==> config.mk <==
export PLATFORM = sky130hd
export DESIGN_NAME = hazard_sched
export DESIGN_NICKNAME = d
export VERILOG_FILES = /design/src/rtl/hazard_sched.sv
export SDC_FILE = /design/constraint.sdc
export NUM_CORES = 1
export LEC_CHECK = 0
export ABC_AREA = 0
export BUFFER_PORTS_ARGS = -buffer_cell sky130_fd_sc_hd__buf_2
export CAP_MARGIN = 15
export CORE_UTILIZATION = 43
export CTS_BUF_LIST = sky130_fd_sc_hd__clkbuf_8
export DETAILED_ROUTE_END_ITERATION = 6
export PLACE_DENSITY_LB_ADDON = 0.15
export SLEW_MARGIN = 10
export SYNTH_ARGS = -nofsm -noshare
export SYNTH_HDL_FRONTEND = slang
export SYNTH_SLANG_ARGS = --single-unit
==> constraint.sdc <==
create_clock -name clk -period 2.2 [get_ports clk]
set_input_delay 0.44 -clock clk [delete_from_list [all_inputs] [get_ports clk]]
set_output_delay 0.44 -clock clk [all_outputs]
set_load 0.01 [all_outputs]
==> src/rtl/hazard_sched.sv <==
// hazard_sched: hazard unit for a five-stage in-order pipeline.
// It keeps its own shadow of the Execute, Memory and Writeback slots. From
// these and the Decode-stage request it produces stall, flush and forwarding
// controls. It also runs a memory-wait watchdog and counts load-use stall
// cycles.
//
// Ports
//   clk, rst_n                    clock, async active-low reset
//   Rs1D, Rs2D, UseRs1D, UseRs2D  Decode source registers and their use flags
//   RdD, RegWriteD, ResultSrcD    Decode destination, write enable, result
//                                 source (2'b01 = load)
//   PCSrcE                        taken branch/jump resolved in Execute
//   MemBusyM                      data memory not ready in the Memory stage
//   StallF/D/E/M, FlushD/E        pipeline-register controls (combinational)
//   ForwardAE, ForwardBE          10 = Memory ALU result, 01 = Writeback,
//                                 00 = register file
//   MemTimeout                    sticky watchdog flag
//   StallCount                    saturating count of load-use stall cycles
//
// Per-cycle mode (the highest-priority condition wins)
//   mode     | meaning
//   MEMWAIT  | memory busy: stall every stage, hold E/M, W gets a bubble
//   REDIRECT | taken branch: flush D and E, bubble into E
//   LOADUSE  | Decode needs a load still in E: stall F/D, bubble into E
//   RUN      | normal advance
module hazard_sched (
    input  logic        clk,
    input  logic        rst_n,
    input  logic [4:0]  Rs1D,
    input  logic [4:0]  Rs2D,
    input  logic        UseRs1D,
    input  logic        UseRs2D,
    input  logic [4:0]  RdD,
    input  logic        RegWriteD,
    input  logic [1:0]  ResultSrcD,
    input  logic        PCSrcE,
    input  logic        MemBusyM,
    output logic        StallF,
    output logic        StallD,
    output logic        StallE,
    output logic        StallM,
    output logic        FlushD,
    output logic        FlushE,
    output logic [1:0]  ForwardAE,
    output logic [1:0]  ForwardBE,
    output logic        MemTimeout,
    output logic [15:0] StallCount
);

    typedef struct packed {
        logic       valid;
        logic [4:0] rd;
        logic       regwrite;
        logic       isload;
    } slot_t;

    typedef enum logic [1:0] {
        RUN      = 2'd0,
        LOADUSE  = 2'd1,
        REDIRECT = 2'd2,
        MEMWAIT  = 2'd3
    } mode_t;

    slot_t       e_q, m_q, w_q;
    logic [4:0]  e_rs1_q, e_rs2_q;
    logic [7:0]  wait_cnt_q, wait_cnt_nxt;
    logic        timeout_q;
    logic [15:0] stall_cnt_q;
    mode_t       mode;
    logic        load_use;

    // A producer in slot s can feed register rs; x0 never matches.
    function automatic logic hits(input slot_t s, input logic [4:0] rs);
        return s.valid && s.regwrite && (s.rd != 5'd0) && (s.rd == rs);
    endfunction

    function automatic logic [1:0] fwd_sel(input logic [4:0] rs);
        if (hits(m_q, rs))
            return 2'b10;
        else if (hits(w_q, rs))
            return 2'b01;
        else
            return 2'b00;
    endfunction

    always_comb begin
        load_use = e_q.valid && e_q.isload && e_q.regwrite && (e_q.rd != 5'd0) &&
                   ((UseRs1D && (Rs1D == e_q.rd)) || (UseRs2D && (Rs2D == e_q.rd)));

        if (MemBusyM)
            mode = MEMWAIT;
        else if (PCSrcE)
            mode = REDIRECT;
        else if (load_use)
            mode = LOADUSE;
        else
            mode = RUN;

        if (!MemBusyM)
            wait_cnt_nxt = 8'd0;
        else if (wait_cnt_q != 8'hFF)
            wait_cnt_nxt = wait_cnt_q + 8'd1;
        else
            wait_cnt_nxt = wait_cnt_q;
    end

    // Controls are forced low while reset is held, whatever the inputs say.
    always_comb begin
        StallF = 1'b0;
        StallD = 1'b0;
        StallE = 1'b0;
        StallM = 1'b0;
        FlushD = 1'b0;
        FlushE = 1'b0;
        if (rst_n) begin
            case (mode)
                MEMWAIT: begin
                    StallF = 1'b1;
                    StallD = 1'b1;
                    StallE = 1'b1;
                    StallM = 1'b1;
                end
                REDIRECT: begin
                    FlushD = 1'b1;
                    FlushE = 1'b1;
                end
                LOADUSE: begin
                    StallF = 1'b1;
                    StallD = 1'b1;
                    FlushE = 1'b1;
                end
                default: ;
            endcase
        end
    end

    // Slots are cleared in reset, so forwarding is naturally 00 there.
    assign ForwardAE  = fwd_sel(e_rs1_q);
    assign ForwardBE  = fwd_sel(e_rs2_q);
    assign MemTimeout = timeout_q;
    assign StallCount = stall_cnt_q;

    always_ff @(posedge clk or negedge rst_n) begin
        if (!rst_n) begin
            e_q         <= '0;
            m_q         <= '0;
            w_q         <= '0;
            e_rs1_q     <= 5'd0;
            e_rs2_q     <= 5'd0;
            wait_cnt_q  <= 8'd0;
            timeout_q   <= 1'b0;
            stall_cnt_q <= 16'd0;
        end else begin
            case (mode)
                MEMWAIT: begin
                    w_q <= '0;
                end
                LOADUSE, REDIRECT: begin
                    e_q     <= '0;
                    e_rs1_q <= 5'd0;
                    e_rs2_q <= 5'd0;
                    m_q     <= e_q;
                    w_q     <= m_q;
                end
                default: begin
                    e_q     <= {1'b1, RdD, RegWriteD, (ResultSrcD == 2'b01)};
                    e_rs1_q <= Rs1D;
                    e_rs2_q <= Rs2D;
                    m_q     <= e_q;
                    w_q     <= m_q;
                end
            endcase

            wait_cnt_q <= wait_cnt_nxt;
            if (wait_cnt_nxt == 8'hFF)
                timeout_q <= 1'b1;

            if ((mode == LOADUSE) && (stall_cnt_q != 16'hFFFF))
                stall_cnt_q <= stall_cnt_q + 16'd1;
        end
    end

endmodule
; Yosys cells after proc, flatten, opt, wreduce, memory -nomap -nowiden
; Cells that the tools add are included.
[word_totals]
in_bits = 24
elab_cells = 73
regBits = 58
output_inout_bits = 27
[op_classes]
reduce_logical = 21
addsub = 2
n_mux = 21
n_eq_ne = 13
[op_table]
columns = operator, n
row1 = $eq 5x5->1, 6
row2 = $mux 8, 3
row3 = $pmux 5 s2, 2
row4 = $add 16x1->16 const B, 1
row5 = $ne 16x16->1 const B, 1
row6 = $pmux 8 s2, 1
row7 = $logic_and 1x1->1, 15
row8 = $reduce_bool 5->1, 3
row9 = $mux 1, 11
row10 = $add 8x1->8 const B, 1
row11 = $eq 8x8->1 const B, 1
row12 = $mux 2, 4
row13 = $ne 8x8->1 const B, 1
row14 = $eq 2x1->1 const B, 2
row15 = $eq 2x2->1 const B, 2
row16 = $reduce_or 2->1, 2
row17 = $logic_or 1x1->1, 1

; Longest topological paths before layout
; Gate-level depths: netlist of the first run.
[depth]
ltp_word = 11
depth_mapped = 10
mapped_depth_nobuf = 10

; Worst setup path after synthesis of the first run
; OpenSTA, ideal clock, no wires.
[synth_timing]
path_type = reg-to-output
startpoint = register e_q[2] in the netlist's numbering
endpoint = output port StallM
t_required_ns = 1.760
path_buffers = 2
arrival_ns = 1.801
setup_slack_ns = -0.041
stages_incl_launch_ff = 9
cell_sequence = dfrtp_1 > xnor2_1 > nand4_1 > o22ai_1 > a21o_1 > ha_1 > clkbuf_1 > and2_1 > buf_4
[synth_via]
elab_chain_cells = 10
word_cells_on_any_way = 14
classes_between = eq/ne: 3 / mux: 5 / reduce/logical: 6
[synth_lines]
columns = item, line_no
row1 = start: declaration, 64  ; slot_t e_q, m_q, w_q;
row2 = start signal: assignment, 166  ; e_q <= {1'b1, RdD, RegWriteD, (ResultSrcD == 2'b01)};
row3 = $eq 5x5->1, 88  ; ((UseRs1D && (Rs1D == e_q.rd)) || (UseRs2D && (Rs2D == e_q.rd)));
row4 = $logic_and 1x1->1, 88
row5 = $logic_or 1x1->1, 88
row6 = $logic_and 1x1->1 (*), 87  ; load_use = e_q.valid && e_q.isload && e_q.regwrite && (e_q.rd != 5'd0) &&
row7 = $mux 1 (*), 94  ; else if (load_use)
row8 = $mux 2 (*), 92  ; else if (PCSrcE)
row9 = $mux 2 (*), 90  ; if (MemBusyM)
row10 = $eq 2x2->1 (*), -
row11 = $mux 1 (*) (2 in a row), -
row12 = end: declaration, 41  ; output logic StallM,
; Every way passes the cells marked *; elsewhere a longest branch is shown, timed or not.

; Worst setup path in the final report of the first run
[layout_timing]
startpoint = register e_q[3] in the netlist's numbering
endpoint = output port FlushE
[layout_via]
elab_chain_cells = 11
word_cells_on_any_way = 16
classes_between = eq/ne: 4 / mux: 5 / reduce/logical: 7
[layout_lines]
columns = item, line_no
row1 = $eq 5x5->1, 88
row2 = $logic_and 1x1->1, 88
row3 = $logic_or 1x1->1, 88
row4 = $logic_and 1x1->1 (*), 87
row5 = $mux 1 (*), 94
row6 = $mux 2 (*), 92
row7 = $mux 2 (*), 90
row8 = $eq 2x1->1 / $eq 2x2->1 (equally long branches), 116  ; case (mode)
row9 = $reduce_or 2->1 (no source line) (*), -
row10 = $mux 1 (*), 116
row11 = $mux 1 (*), 115  ; if (rst_n) begin
row12 = end: declaration, 43  ; output logic FlushE,
; Marks and branches as above.

==> impl_summary.txt, run 1 <==
----------------------------------------------------
[Timing]
  Final worst path period share ... 108%
  Slew of the pin with the lowest slew margin ... 0.454 ns
  Final critical-path setup slack ... -0.177 ns
  Fin crit period ... 2.38 ns
  Setup violators final ... 13
  Number of hold violations in the final report ... 0
  Top achievable clock speed ... 0.421 GHz
  Final max-slew violation count ... 0
  Post-Route Skew ... 0.00436 ns
  Setup repair after global routing missed its margin ... yes
  Worst-case headroom to the max-slew limit ... a little over two thirds

[Yosys]
  Number of enable-type register cells in the synthesized netlist ... 0
  Post-synthesis share of cell area spent on and, or, nand and nor gates ... 20.4%
  Fraction of synthesized cell area in xor and xnor cells ... 13.4%
  Adder-Cell Fraction of Synth Area ... 1.71%
  Sequential element share of the synthesized area ... 48.6%
  Number of nets produced by synthesis ... 306
  Cell area after synthesis ... around 2900 um^2
  Synth Flop Type ... sky130_fd_sc_hd__dfrtp_1
  Compound-Gate Fraction of Synth Area ... 9.64%
  Cell variety after synth ... 47
  Post-synthesis async set-or-reset flop share ... 100%
  Dominant combinational cell family by area after synthesis ... simple AND/OR/NAND/NOR gates
  Number of storage elements in the synthesis netlist ... 57
  Yosys warning count ... 0
  Mux contribution to synthesized area ... 3.97%
  Number of cells produced by synthesis ... 278
  Average instance area after synthesis ... 10.5 um^2

[Power]
  Pwr/cell area ... 695 nW/um^2
  Static leakage ... 1.88 nW
  Worst vdd rail ir drop ... 0.000522 V

[Final layout]
  Nets ... 398
  Layout Utilization ... 59.9%
  Number of inserted filler cells in the final layout ... around 560
  Fin area ... 3870 um^2
  Layout cell share with drive strength beyond 1 ... 36.7%
  Area Overhead vs Synth ... 31.9%
  Diodes inserted ... 0

[Global routing]
  Maximum number of pins on one net before global-route repair ... 36
  Vias in the first global route ... between 2,000 and 2,500
  Remaining global-route overflow ... 0
  Wire length of the first global-routing pass ... 11.0 mm
  Initial antenna violation count ... 0
  Total track usage ... 20.2%

[Clock network]
  Clock latency of the later-clocked register in the worst-skew pair ... between 0.3 and 0.4 ns
  Buffer cell driving the clock tree root ... sky130_fd_sc_hd__clkbuf_8
  Level count of the clock H-tree ... 3
  Clock tree from TritonCTS ... built
  Clk sink count ... 57
  Reg clk slew, reported paths ... 0.06 ns
  CTS Buf Count ... 9
  Clock tree buffer depth ... 2

[Die]
  Horizontal die dimension ... 84.6 um
  Core Region ... approximately 6500 um^2
  FP Rows ... 29
  Initial core utilization ... 45.4%
  Full die area ... 7150 um^2
  I/O pin total ... 51
  Die H ... 84.6 um

[Place]
  Routability congestion estimate ... between 0.8 and 0.9
  Buffers added on ports ... 50
  Area post-placement ... about 3500 um^2
  HPWL reported at the end of detailed placement ... 4.86 mm

[Critical path]
  Element type at the critical path start ... flip-flop
  Sort of element at the end of the critical path ... output pin
  Data required time at the worst endpoint ... 1.76 ns
  Maximum fanout encountered on the critical timing path ... 4
  Worst Setup Path Type ... flip-flop to output pin
  Arrival @ worst endpoint ... 1.94 ns

[Drt]
  Via density per instance ... 5.21
  First-pass iteration count of the detailed router ... 7
  DR iter-0 viols ... between 100 and 150
  Number of DRC violations after detailed routing ... 1
  Routed wirelength normalized by instance count ... 14.8 um
  Routed via count ... about 2,300
  Remaining antenna violation count ... 0
  Total length of routed wires ... 6.64 mm

[Min path]
  Type of the worst min-delay path ... primary input to flip-flop

[Run status]
  Outcome ... complete, but fails checks
  Failing checks ... design-rule violations, negative setup slack

[Job]
  Max-Cap Viols ... 0

----------------------------------------------------
-- placed cells by master, fill, tap and decap left out, drive strengths merged, types with 2 or more instances in the layout --
| cell | instances |
|---|---|
| or4 | 4 |
| ha | 4 |
| nor2b | 8 |
| nor3 | 5 |
| buf | 89 |
| a22o | 5 |
| and2 | 6 |
| nor2 | 7 |
| inv | 9 |
| xnor2 | 28 |
| o31ai | 2 |
| a31oi | 3 |
| o211ai | 2 |
| nand3 | 12 |
| o21ai | 15 |
| clkbuf | 11 |
| nand4 | 7 |
| nand2b | 12 |
| xor2 | 17 |
| nor4 | 4 |
| nand2 | 29 |
| dfrtp | 57 |
| a21oi | 5 |
| and3 | 3 |
| nand4b | 3 |
| mux2 | 10 |
| nand3b | 2 |
-- synthesized netlist by cell type, drive strengths merged (2+ instances only) --
master  number  area share, %
or4          4            1.0
nor4         4           0.85
nand3b       2           0.51
nand4b       3           0.90
xnor2       28            8.4
and3         3           0.64
a22o         5            1.5
ha           4            1.7
o211ai       2           0.68
nand2       29            3.7
o21ai       15            2.6
buf          4           0.81
inv          6           0.77
nand3       12            2.2
nor2         7           0.90
nand2b      12            2.6
clkbuf       5           0.64
nor3         5            1.2
dfrtp       57             49
mux2        10            4.0
nor2b        8            1.7
nand4        7            1.7
a21oi        5           0.85
o31ai        2           0.51
and2         6            1.3
a31oi        3           0.64
xor2        17            5.1
-- layer usage --
metal / global-route usage, % / up-vias / share of wire, %
met4: 10.2 / 0 / 2.5
met3: 4.52 / 16 / 4.1
met2: 31.3 / 56 / 47
li1: - / 1159 / -
met1: 26.9 / 1113 / 46
met5: 0 / - / 0
-- where the power goes --
part           leakage [nW]  total (W)  switching (W)  internal (W)
clock                0.0951   0.000821       0.000376      0.000445
combinational          1.04   0.000570       0.000266      0.000303
sequential            0.754    0.00130       0.000139       0.00116
total                  1.88    0.00269       0.000781       0.00191
-- cells by family (layout without fill, tap and decap cells) --
logic type / count (synthesis) / in the layout
flip-flops: 57 / 57
AND/OR/NAND/NOR: 105 / 105
multiplexers: 10 / 10
AO/OA/AOI/OAI: 42 / 42
adder cells (fa/ha/maj): 4 / 4
XOR/XNOR: 45 / 45
buffers and inverters: 15 / 110
-- sequential cells by signal, summed over array words and instances, names as in the netlist --
| signal | flops |
|---|---|
| e_rs2_q | 5 |
| e_q | 8 |
| m_q | 7 |
| wait_cnt_q | 8 |
| StallCount | 16 |
| e_rs1_q | 5 |
| w_q | 7 |
| MemTimeout | 1 |
-- path summary, 6_finish.rpt --
path	slack (ns)	start	to	depth (start not counted)
max in group asynchronous	0.93	rst_n	e_rs2_q[4]	3
max	-0.18	e_q[3]	FlushE	8
min	0.33	RdD[1]	e_q[3]	2
max reg2reg	-0.10	e_q[6]	StallCount[14]	12
min reg2reg	0.46	MemTimeout	MemTimeout	1
min in group asynchronous	0.52	rst_n	m_q[3]	2
-- cell type report --
type                    instances  area, um^2  area share [%]
multi-input cells             206        1570            40.5
clock buffers                  11         151            3.91
repair buffers                 90         594            15.4
inverters                       6        22.5           0.582
well taps                      77        96.3            2.49
flip-flops and latches         57        1430            36.9
clock inverters                 3        11.3           0.291
-- worst max-delay path, stage by stage, from the launching register on --
cell,delay (ns)
sky130_fd_sc_hd__dfrtp_2,0.45
sky130_fd_sc_hd__xnor2_2,0.14
sky130_fd_sc_hd__nand2_1,0.09
sky130_fd_sc_hd__o22ai_2,0.10
sky130_fd_sc_hd__a21o_1,0.20
sky130_fd_sc_hd__buf_6,0.12
sky130_fd_sc_hd__ha_4,0.26
sky130_fd_sc_hd__and2_4,0.14
sky130_fd_sc_hd__buf_6,0.09
-- per-stage QoR --
stage | TNS, ns | setup slack, ns | hold slack, ns | instances | power, W
5_1_grt | -3.00 | -0.270 | 0.316 | 450 | 0.00285
3_5_place_dp | -1.11 | -0.181 | 0.330 | 425 | 0.00181
4_1_cts | -1.40 | -0.211 | 0.312 | 446 | 0.00268
2_1_floorplan | 0 | 0.00106 | 0.144 | 278 | 0.00158
6_report | -1.09 | -0.177 | 0.328 | 450 | 0.00269
3_3_place_gp | -0.417 | -0.112 | 0.326 | 425 | 0.00180
-- timing repair --
item / 4_1_cts / 5_1_grt
pin swaps: 10 / 19
hold buffers: 1 / 0
setup endpoints to repair: 10 / 27
setup buffers: 6 / 4
gates resized for setup: 15 / 16
gates cloned: 0 / 0
endpoints found under the hold margin: 6 / 0
Power figures use the tool's default switching activity.
==> inputs of run 2 (changes only) <==
CORE_UTILIZATION = 35   (was 43)
==> run 2 against run 1 <==
The run ends with negative setup slack left. Power increased by 5.2%. Setup slack got worse by 0.0049 ns. Via count decreased by 0.73%. Final area increased by 4.1%. Global-route usage decreased by 2.8 points.
==> impl_summary.txt, run 2 (synthesized netlist as in run 1, its figures left out) <==
----------------------------------------------------
[Run status]
  Outcome ... complete, but fails checks (unchanged)
  Failing checks ... negative setup slack (was design-rule violations, negative setup slack)

[Final layout]
  Area Overhead vs Synth ... 37.3% (was 31.9%)
  Layout cell share with drive strength beyond 1 ... 39.8% (was 36.7%)
  Most frequent cells in the layout ... sky130_fd_sc_hd__dfrtp_1 (55), sky130_fd_sc_hd__buf_2 (45), sky130_fd_sc_hd__buf_4 (38) (was sky130_fd_sc_hd__dfrtp_1 (56), sky130_fd_sc_hd__buf_2 (47), sky130_fd_sc_hd__buf_4 (33))
  Leading cell type in the layout, fill and taps excluded ... sky130_fd_sc_hd__dfrtp_1 (unchanged)
  Nets ... 405 (was 398)
  Flip-flop count of the largest register after layout ... 16 (unchanged)
  Diodes inserted ... 0 (unchanged)
  Number of standard cells in the layout, taps in and fillers out ... 487 (was 450)

[Min path]
  Type of the worst min-delay path ... primary input to async pin (was primary input to flip-flop)

[Clock network]
  Reg clk slew, reported paths ... 0.07 ns (was 0.06 ns)
  # hold bufs at CTS ... 0 (was 1)
  Clock tree from TritonCTS ... built (unchanged)
  Buffer cell driving the clock tree root ... sky130_fd_sc_hd__clkbuf_8 (unchanged)
  Clock latency of the later-clocked register in the worst-skew pair ... 0.33 ns (about the same)
  CTS Buf Count ... 9 (unchanged)
  Level count of the clock H-tree ... 3 (unchanged)
  Clock tree buffer depth ... 2 (unchanged)
  Clk sink count ... 57 (unchanged)

[Die]
  Core Region ... 8180 um^2 (was 6460 um^2)
  I/O pin total ... 51 (unchanged)
  Die H ... 93.5 um (was 84.6 um)
  Full die area ... 8750 um^2 (was 7150 um^2)
  FP Rows ... 33 (was 29)
  Horizontal die dimension ... 93.5 um (was 84.6 um)
  Initial core utilization ... 35.9% (was 45.4%)

[Global routing]
  Wire length of the first global-routing pass ... 11.6 mm (was 11.0 mm)
  Remaining global-route overflow ... 0 (unchanged)
  Total track usage ... 17.5% (was 20.2%)
  Initial antenna violation count ... 0 (unchanged)
  Maximum number of pins on one net before global-route repair ... 30 (was 36)
  Vias in the first global route ... 2,343 (was 2,275)

[Critical path]
  Standard cell with the maximum stage delay on the critical path ... sky130_fd_sc_hd__dfrtp_1 (was sky130_fd_sc_hd__dfrtp_2)
  Worst R2R Path Depth ... 11 (was 12)
  Worst R2R End ... StallCount[14] (unchanged)
  Element type at the critical path start ... flip-flop (unchanged)
  Startpoint of the most critical register-to-register path ... e_q[4] (was e_q[6])
  Data required time at the worst endpoint ... 1.76 ns (about the same)
  Setup slack, reg-to-reg ... -0.15 ns (was -0.10 ns)
  Most Frequent Cell on Critical Path ... sky130_fd_sc_hd__buf_6 (unchanged)
  Sort of element at the end of the critical path ... output pin (unchanged)
  Maximum fanout encountered on the critical timing path ... 3 (was 4)
  Maximum single-stage delay on the critical path ... 0.43 ns (was 0.45 ns)
  Arrival @ worst endpoint ... 1.94 ns (about the same)
  Crit-path cells ... xnor2_1, nand4_1, o22ai_2, a21o_1, buf_6, ha_4, and2_4, buf_6 (was xnor2_2, nand2_1, o22ai_2, a21o_1, buf_6, ha_4, and2_4, buf_6)
  Worst Setup Path Type ... flip-flop to output pin (unchanged)

[Timing]
  Setup repair after global routing missed its margin ... yes (unchanged)
  Final hold slack ... 0.0208 ns (was 0.328 ns)
  Final max-slew violation count ... 0 (unchanged)
  Final critical-path setup slack ... -0.182 ns (was -0.177 ns)
  Setup violators final ... 11 (was 13)
  Worst-case headroom to the max-slew limit ... 73.5% (was 69.8%)
  Setup total negative slack ... -1.04 ns (was -1.09 ns)
  Post-Route Skew ... 0.00917 ns (was 0.00436 ns)
  Top achievable clock speed ... 0.420 GHz (was 0.421 GHz)
  Slew of the pin with the lowest slew margin ... 0.394 ns (was 0.454 ns)
  Final worst path period share ... 108% (about the same)
  Fin crit period ... 2.38 ns (about the same)
  Number of hold violations in the final report ... 0 (unchanged)

[Drt]
  Total length of routed wires ... 6.88 mm (was 6.64 mm)
  DR iter-0 viols ... 74 (was 105)
  Routed wirelength normalized by instance count ... 14.1 um (was 14.8 um)
  Remaining antenna violation count ... 0 (unchanged)
  Number of DRC violations after detailed routing ... 0 (was 1)
  Routed via count ... 2,327 (was 2,344)
  First-pass iteration count of the detailed router ... 4 (was 7)
  Via density per instance ... 4.78 (was 5.21)

[Place]
  HPWL reported at the end of detailed placement ... 5.04 mm (was 4.86 mm)
  Buffers added on ports ... 50 (unchanged)
  Routability congestion estimate ... 0.829 (was 0.800)
  Placed cell count ... 459 (was 425)

[Job]
  Max-Cap Viols ... 0 (unchanged)

[Power]
  Pwr/cell area ... 702 nW/um^2 (was 695 nW/um^2)
  Worst vdd rail ir drop ... 0.000462 V (was 0.000522 V)
  Static leakage ... 1.92 nW (was 1.88 nW)

----------------------------------------------------
-- run 2: worst max-delay path, delay by kind of cell (launching register included) --
family | cells | cell delay (ns)
compound gates | 2 | 0.35
xor+xnor | 1 | 0.17
fa+ha+maj | 1 | 0.19
buf+inv | 2 | 0.22
flops | 1 | 0.43
simple gates | 2 | 0.25
-- run 2: per-stage QoR --
stage | total power, W | util, % | area (um^2) | setup WS (ns)
floorplan | 0.00158 | - | 2930 | 0.00106
global placement | 0.00182 | 43.2 | 3530 | -0.183
detailed placement | 0.00183 | 43.2 | 3530 | -0.241
CTS | 0.00283 | 48.1 | 3930 | -0.198
global route | 0.00298 | 49.3 | 4030 | -0.276
finish | 0.00283 | 49.3 | 4030 | -0.182
-- run 2: layer usage --
layer	routed length, um	track usage, %
met4	121	8.08
met2	3130	25.9
met5	0	0
met1	3470	25.0
met3	162	2.60
-- run 2: worst max-delay path by stage --
stage                     slack (ns)        endpoint  startpoint
after floorplan                0.001  StallCount[14]      e_q[2]
after CTS                      -0.20          FlushE      e_q[2]
after global routing           -0.28  StallCount[14]      e_q[4]
after global placement         -0.18  StallCount[14]     Rs1D[3]
after detailed placement       -0.24  StallCount[14]     Rs2D[3]
final                          -0.18          FlushE      e_q[4]
-- run 2: cell type report --
| class | instances | area [um^2] |
|---|---|---|
| well taps | 105 | 131 |
| inverters | 6 | 22.5 |
| clock buffers | 13 | 179 |
| multi-input cells | 206 | 1570 |
| fillers | 790 | 4150 |
| flip-flops and latches | 57 | 1430 |
| clock inverters | 3 | 13.8 |
| repair buffers | 97 | 677 |
-- run 2: what timing repair did --
item / CTS / global route
pin swaps: 16 / 8
buffers inserted: 12 / 0
gates resized for setup: 21 / 22
endpoints found under the setup margin: 13 / 36
-- run 2: where the power goes --
group / leakage (nW) / switching (W) / internal, W
clock network: 0.107 / 0.000404 / 0.000524
logic: 1.06 / 0.000279 / 0.000326
registers: 0.752 / 0.000135 / 0.00116
total: 1.92 / 0.000818 / 0.00201
